`config.mk`:
```
export PLATFORM = sky130hd
export DESIGN_NAME = fwd_hazard_ctrl
export DESIGN_NICKNAME = d
export VERILOG_FILES = /design/src/rtl/fwd_hazard_ctrl.sv
export SDC_FILE = /design/constraint.sdc
export NUM_CORES = 1
export LEC_CHECK = 0
export CORE_AREA = 2 2 67 69
export DETAILED_ROUTE_END_ITERATION = 8
export DIE_AREA = 0 0 69 71
export GPL_TIMING_DRIVEN = 0
export PLACE_DENSITY = 0.83
export SYNTH_ARGS = -nofsm -noshare
export SYNTH_HDL_FRONTEND = slang
export SYNTH_SLANG_ARGS = --single-unit
```
`constraint.sdc`:
```
create_clock -name clk -period 2.1 [get_ports clk]
set_input_delay 0.42 -clock clk [delete_from_list [all_inputs] [get_ports clk]]
set_output_delay 0.42 -clock clk [all_outputs]
set_load 0.005 [all_outputs]
```
`src/rtl/fwd_hazard_ctrl.sv`:
```
// fwd_hazard_ctrl
//   Control end of the EX-stage operand forwarding muxes in a 5-stage MIPS
//   pipeline. It keeps the destination tags of the instructions in EX, MEM
//   and WB, registers the 2-bit operand-mux selects for the instruction
//   entering EX, raises the combinational load-use stall, and counts stall
//   cycles with a saturating counter.
//
//   Optional feature macro: FWD_HAZARD_FWD_EN
//     defined   : full forwarding (EX/MEM -> 10, MEM/WB -> 01), load-use stall only
//     undefined : no forwarding, selects held at 00, a dependent instruction
//                 stalls until its producer has reached WB
//
//   Ports
//     clk, rst            clock, synchronous active-high reset
//     hold                global freeze, every register keeps its value
//     flush_id            kill the instruction in ID
//     id_valid            ID holds a real instruction
//     id_rs, id_rt        ID source registers
//     id_use_rs/rt        ID instruction reads rs / rt
//     id_rd               ID destination register
//     id_regwrite         ID instruction writes the register file
//     id_memread          ID instruction is a load
//     stall               hold PC and IF/ID, bubble into ID/EX (combinational)
//     fwd_a_sel/b_sel     registered operand-mux selects for the EX cycle
//     stall_count         saturating count of stall cycles
module fwd_hazard_ctrl #(
    parameter int REG_ADDR_W = 5,
    parameter int CNT_W      = 16
) (
    input  logic                  clk,
    input  logic                  rst,
    input  logic                  hold,
    input  logic                  flush_id,
    input  logic                  id_valid,
    input  logic [REG_ADDR_W-1:0] id_rs,
    input  logic [REG_ADDR_W-1:0] id_rt,
    input  logic                  id_use_rs,
    input  logic                  id_use_rt,
    input  logic [REG_ADDR_W-1:0] id_rd,
    input  logic                  id_regwrite,
    input  logic                  id_memread,
    output logic                  stall,
    output logic [1:0]            fwd_a_sel,
    output logic [1:0]            fwd_b_sel,
    output logic [CNT_W-1:0]      stall_count
);

    logic                  ex_v, ex_rw, ex_mr;
    logic [REG_ADDR_W-1:0] ex_rd;
    logic                  mem_v, mem_rw;
    logic [REG_ADDR_W-1:0] mem_rd;
    logic                  wb_v, wb_rw;
    logic [REG_ADDR_W-1:0] wb_rd;

    logic                  ex_hit_a, ex_hit_b, mem_hit_a, mem_hit_b;
    logic                  haz_a, haz_b, issue;
    logic [1:0]            next_a, next_b;

    // Register 0 is hard-wired to zero, so it never produces a dependency.
    function automatic logic tag_match(input logic                  v,
                                       input logic                  rw,
                                       input logic [REG_ADDR_W-1:0] rd,
                                       input logic [REG_ADDR_W-1:0] src);
        return v & rw & (rd != '0) & (rd == src);
    endfunction

    function automatic logic [CNT_W-1:0] sat_inc(input logic [CNT_W-1:0] c);
        return (c == '1) ? c : c + {{(CNT_W-1){1'b0}}, 1'b1};
    endfunction

    assign ex_hit_a  = id_use_rs & tag_match(ex_v,  ex_rw,  ex_rd,  id_rs);
    assign ex_hit_b  = id_use_rt & tag_match(ex_v,  ex_rw,  ex_rd,  id_rt);
    assign mem_hit_a = id_use_rs & tag_match(mem_v, mem_rw, mem_rd, id_rs);
    assign mem_hit_b = id_use_rt & tag_match(mem_v, mem_rw, mem_rd, id_rt);

`ifdef FWD_HAZARD_FWD_EN
    // Only a load in EX cannot be forwarded in time; everything else is
    // covered by the muxes. EX wins over MEM because it holds the newer value.
    assign haz_a  = id_valid & ex_mr & ex_hit_a;
    assign haz_b  = id_valid & ex_mr & ex_hit_b;
    assign next_a = ex_hit_a ? 2'b10 : (mem_hit_a ? 2'b01 : 2'b00);
    assign next_b = ex_hit_b ? 2'b10 : (mem_hit_b ? 2'b01 : 2'b00);

    // WB producers are covered by the write-first register file.
    logic unused_tags;
    assign unused_tags = ^{wb_v, wb_rw, wb_rd};
`else
    // Without forwarding any producer still in EX or MEM must drain to WB.
    assign haz_a  = id_valid & (ex_hit_a | mem_hit_a);
    assign haz_b  = id_valid & (ex_hit_b | mem_hit_b);
    assign next_a = 2'b00;
    assign next_b = 2'b00;

    logic unused_tags;
    assign unused_tags = ^{wb_v, wb_rw, wb_rd, ex_mr};
`endif

    assign stall = (haz_a | haz_b) & ~flush_id;
    assign issue = id_valid & ~flush_id & ~stall;

    // ID -> EX boundary: tag pipeline, select registers and stall counter
    always_ff @(posedge clk) begin
        if (rst) begin
            ex_v        <= 1'b0;
            ex_rw       <= 1'b0;
            ex_mr       <= 1'b0;
            ex_rd       <= '0;
            mem_v       <= 1'b0;
            mem_rw      <= 1'b0;
            mem_rd      <= '0;
            wb_v        <= 1'b0;
            wb_rw       <= 1'b0;
            wb_rd       <= '0;
            fwd_a_sel   <= 2'b00;
            fwd_b_sel   <= 2'b00;
            stall_count <= '0;
        end else if (!hold) begin
            wb_v        <= mem_v;
            wb_rw       <= mem_rw;
            wb_rd       <= mem_rd;
            mem_v       <= ex_v;
            mem_rw      <= ex_rw;
            mem_rd      <= ex_rd;
            // A bubble is marked by ex_v=0; the other tag fields are don't-care.
            ex_v        <= issue;
            ex_rw       <= id_regwrite;
            ex_mr       <= id_memread;
            ex_rd       <= id_rd;
            fwd_a_sel   <= issue ? next_a : 2'b00;
            fwd_b_sel   <= issue ? next_b : 2'b00;
            if (stall) begin
                stall_count <= sat_inc(stall_count);
            end
        end
    end

endmodule
```
* Yosys cells after proc, flatten, opt, wreduce, memory -nomap -nowiden
Index checks and enable logic that the tools add are counted.
** Storage, ports and cells
- Register bits after elaboration :: 30
- Output and inout bits :: 21
- Word-level logic and storage cells :: 40
- Bits of input ports :: 24
** Cells by class
- Equal/unequal tests :: 5
- Add/subtract/negate cells :: 1
- Bitwise operators :: 24
- Reduce and logical (&&, ||, !) cells :: 3
** Operator list (count)
- equality test 5 bit :: 4
- AND 1 bit :: 17
- adder 16 x 1 -> 16 bit (second input constant) :: 1
- equality test 16 bit (second input constant) :: 1
- nonzero test 5 bit :: 2
- NOT 1 bit :: 4
- OR 1 bit :: 3
- AND reduction 3 bit :: 1

* Logic depth before layout (Yosys ltp)
- Depth after elaboration :: 10
- Mapped depth :: 9
- Gate-level depth less buffers :: 7

* Worst setup path after synthesis
Ideal clock, no wire load.
- Path kind :: in2reg
- Start point :: input id_rs[4]
- End point :: register stall_count[5]
- Buffers on the path :: 0
- Setup time :: 0.123 ns
- Required time :: 1.977 ns
- Arrival :: 2.005 ns
- Stages :: 7
- Path slack :: -0.028 ns
- Cells stage by stage :: xor2_1 -> nor4_1 -> and4_1 -> nor2_1 -> o32ai_4 -> nor3b_2 -> mux2_1
** On the way
- Cells in the longest elaborated chain, start to end :: 8
- Elaborated cells between the ends (all ways) :: 11
- Classes of those cells :: eq/ne (2); bitwise (8); reduce/logical (1)
** Ends and longest elaborated chain
- start: declaration :: RTL line 35 : input logic [REG_ADDR_W-1:0] id_rs,
- equality test 5 bit :: RTL line 64 : return v & rw & (rd != '0) & (rd == src);
- AND 1 bit :: RTL line 64
- AND 1 bit (on tied branches) :: RTL line 71, 73
- OR 1 bit * :: RTL line 89 : assign haz_a = id_valid & (ex_hit_a | mem_hit_a);
- AND 1 bit * :: RTL line 89
- OR 1 bit * :: RTL line 98 : assign stall = (haz_a | haz_b) & ~flush_id;
- AND 1 bit * :: RTL line 98
- AND reduction 3 bit (no line) *
- end signal: assignment :: RTL line 132 : stall_count <= sat_inc(stall_count);
- end: declaration :: RTL line 45 : output logic [CNT_W-1:0] stall_count
Every way passes the cells marked *; elsewhere a longest branch is shown, timed or not.
A chain may end at the register's enable or synchronous reset.

* Final worst setup path
- Start point :: register ex_rd[4]
- End point :: output stall
** On the way
- Cells in the longest elaborated chain, start to end :: 8
- Elaborated cells between the ends (all ways) :: 14
- Classes of those cells :: eq/ne (2); bitwise (11); reduce/logical (1)
** Ends and longest elaborated chain
- start: declaration :: RTL line 49 : logic [REG_ADDR_W-1:0] ex_rd;
- start signal: assignment :: RTL line 128 : ex_rd <= id_rd;
- nonzero test 5 bit :: RTL line 64
- AND 1 bit (2 in series) :: RTL line 64
- AND 1 bit (on tied branches) :: RTL line 71, 72
- OR 1 bit (on tied branches) :: RTL line 89, 90
- AND 1 bit (on tied branches) :: RTL line 89, 90
- OR 1 bit * :: RTL line 98
- AND 1 bit * :: RTL line 98
- end: declaration :: RTL line 42 : output logic stall,
Marked as above.

==> results.md <==
* Result of the run: finished with violations
* Failing checks: negative setup slack
* Vias in the first global route at 1620
* Chip Width at 69 um
* Top cell type's share of synthesized area at 0.339
* GR Overflow Total at 0
* Starting density of the core at 0.421
* Die area at 0.00490 sq mm
* Leading post-synthesis cells by cell area: dfxtp_1, mux2i_1, nor2_1, xnor2_1, mux2_2
* Cell taking the most area after synthesis: dfxtp_1
* Post-route antenna net violation count at 0
* Final Hold Fails at 0
* Most frequent cells in the layout: nor2_1, clkdlybuf4s50_1, dfxtp_1
* DP Area at 0.00223 sq mm
* Multi-input gate area at 0.00124 sq mm
* Setup crit end kind: primary output
* Final instance area at 0.00260 sq mm
* Diode count at 0
* Fin. max-slew vios at 0
* Fin nets at 280
* Clock Tree Buf Depth at 2
* Layout cell share with drive strength beyond 1 at 0.297
* Antenna violations before repair at 0
* Vias per cell at 5.51
* Worst setup margin at -0.243 ns
* Post-DP HPWL at 3040 um
* CTS tree: built
* Asr flop ratio synth at 0
* # fillers at 339
* Post-Synthesis Cells at 197
* Largest net degree at the start of global routing at 11
* Mean Syn Cell Area at 8.99 sq um
* Setup Skew at 0.00571 ns
* Top FF cell, synth: dfxtp_1
* CP startpoint kind: flop
* CTS root buffer: clkbuf_8
* Post-synth EDFFs at 0
* 1st-iter DRT viols at 113
* Die Ht at 71 um
* Site Rows at 24
* Non-filler cells, final at 308
* Worst Setup Path Type: reg -> out
* # port buffers at 38
* Setup violations, final at 17
* Clock net sink count at 30
* Pwr dens at 521 mW/mm^2
* Util after Layout at 0.618
* RSZ-0062 raised after global routing: true
* Sequential cell area at 619 sq um
* Placed cells at 290
* Wire per inst at 16.5 um
* Worst slew margin at 0.519
* H-tree depth at 2
* Critical Path RT at 1.68 ns
* WP data arrival at 1.92 ns
* Leakage at 1.02 nW
* Latest clock arrival within the worst-skew pair at 0.29 ns
* TritonRoute pass-1 iters at 4
* Num ports at 45
* Peak supply drop at 0.000400 V
* CTS buffer count at 5
* TNS Setup at -2.91 ns
* Clk slew on worst S/H paths at 0.07 ns
* Worst Hold Class: reg -> reg
* Most common cell after layout, fill and taps aside: nor2_1
* Mapped cell area at 0.00177 sq mm
* Least-Margin Pin Slew at 0.722 ns
* Fin crit period at 2.34 ns
* Seq/Total Area, Yosys at 0.339
* Synth unique cells at 43
* First-pass GRT wire length at 7310 um
* MaxCap Viol Count at 0
* Seq cells post-synth at 30
* CP Max Fanout at 3
* Core area at 0.00420 sq mm
* Max Freq at 427 MHz
* Yosys warns at 0
* Placer congestion estimate at 0.812
* Vias at 1696
* Routed WL at 5080 um
* Area grow syn2layout at 46.8%
* Post-route clock period utilization at 1.12
* Gr usage total at 0.188
* # DRC at 0
-- through the flow --
stage               hold slack, ns  total power, mW  setup WS [ns]
floorplan                    0.464            0.691         0.0210
global placement             0.481            0.753         -0.829
detailed placement           0.517            0.757         -0.844
CTS                          0.528             1.34         -0.226
global route                 0.576             1.39         -0.353
finish                       0.543             1.35         -0.243
-- cell usage after synthesis, types with 2 or more instances --
| master | count |
|---|---|
| a21oi_1 | 3 |
| a21oi_2 | 2 |
| a31o_1 | 2 |
| a31o_2 | 2 |
| and3_1 | 2 |
| and4_1 | 4 |
| buf_1 | 2 |
| buf_4 | 4 |
| buf_6 | 2 |
| clkbuf_1 | 4 |
| dfxtp_1 | 30 |
| inv_1 | 2 |
| mux2_2 | 8 |
| mux2i_1 | 14 |
| nand2_1 | 8 |
| nand2b_1 | 3 |
| nand3_1 | 6 |
| nand4_1 | 9 |
| nor2_1 | 34 |
| nor2b_1 | 10 |
| nor4_1 | 3 |
| o21ai_0 | 2 |
| xnor2_1 | 12 |
| xor2_1 | 10 |
-- cell type report --
type | count | share of cell area
Clock inverter | 2 | 0.0144
Timing Repair Buffer | 49 | 0.181
Inverter | 2 | 0.00289
Clock buffer | 6 | 0.0279
Sequential cell | 30 | 0.238
Multi-Input combinational cell | 155 | 0.478
Tap cell | 52 | 0.0250
Buffer | 12 | 0.0318
-- routing by layer --
layer | global-route usage | routed length (um)
met1 | 0.208 | 2020
met2 | 0.325 | 2630
met3 | 0.0484 | 300
met4 | 0.109 | 131
met5 | 0 | 0
-- sequential cells by signal, indices dropped and copies added (netlist names) --
name	flops
mem_v	1
ex_rw	1
ex_v	1
stall_count	16
ex_rd	5
mem_rd	5
mem_rw	1
-- final timing paths --
| check | start | to | slack, ns | cells after the start |
|---|---|---|---|---|
| max | ex_rd[4]$_SDFFE_PP0N_ | stall | -0.24 | 6 |
| min | stall_count[2]$_SDFFE_PP0P_ | stall_count[3]$_SDFFE_PP0P_ | 0.54 | 2 |
| max reg2reg | mem_rd[2]$_SDFFE_PP0N_ | stall_count[7]$_SDFFE_PP0P_ | -0.24 | 8 |
| min reg2reg | stall_count[2]$_SDFFE_PP0P_ | stall_count[3]$_SDFFE_PP0P_ | 0.54 | 2 |
-- worst max-delay path, cell delays in order, from the launching register on --
cell      delay [ns]
dfxtp_4         0.34
or4_4           0.55
o211ai_4        0.26
nor4_4          0.07
o21ai_2         0.20
a21oi_1         0.09
buf_2           0.13
-- report_power, final --
group,total (mW),switching [mW],internal (mW),leakage (nW)
sequential,0.597,0.0173,0.580,0.248
combinational,0.174,0.0878,0.0858,0.718
clock,0.583,0.229,0.354,0.0514
-- repair_timing --
item,in CTS,in global routing
gates resized for setup,27,36
setup buffers,8,5
pin swaps,13,20
gates cloned,0,1
hold buffers,0,0
setup endpoints to repair,25,25
-- kinds of logic after synthesis --
logic type      Yosys count  share of synthesized area
mux                      23                      0.136
simple gates             90                      0.282
xor+xnor                 22                      0.109
flops                    30                      0.339
other cells               1                    0.00212
fa+ha+maj                 1                    0.00706
compound gates           15                     0.0756
buf+inv                  15                     0.0494
(Power assumes the default switching activity.)
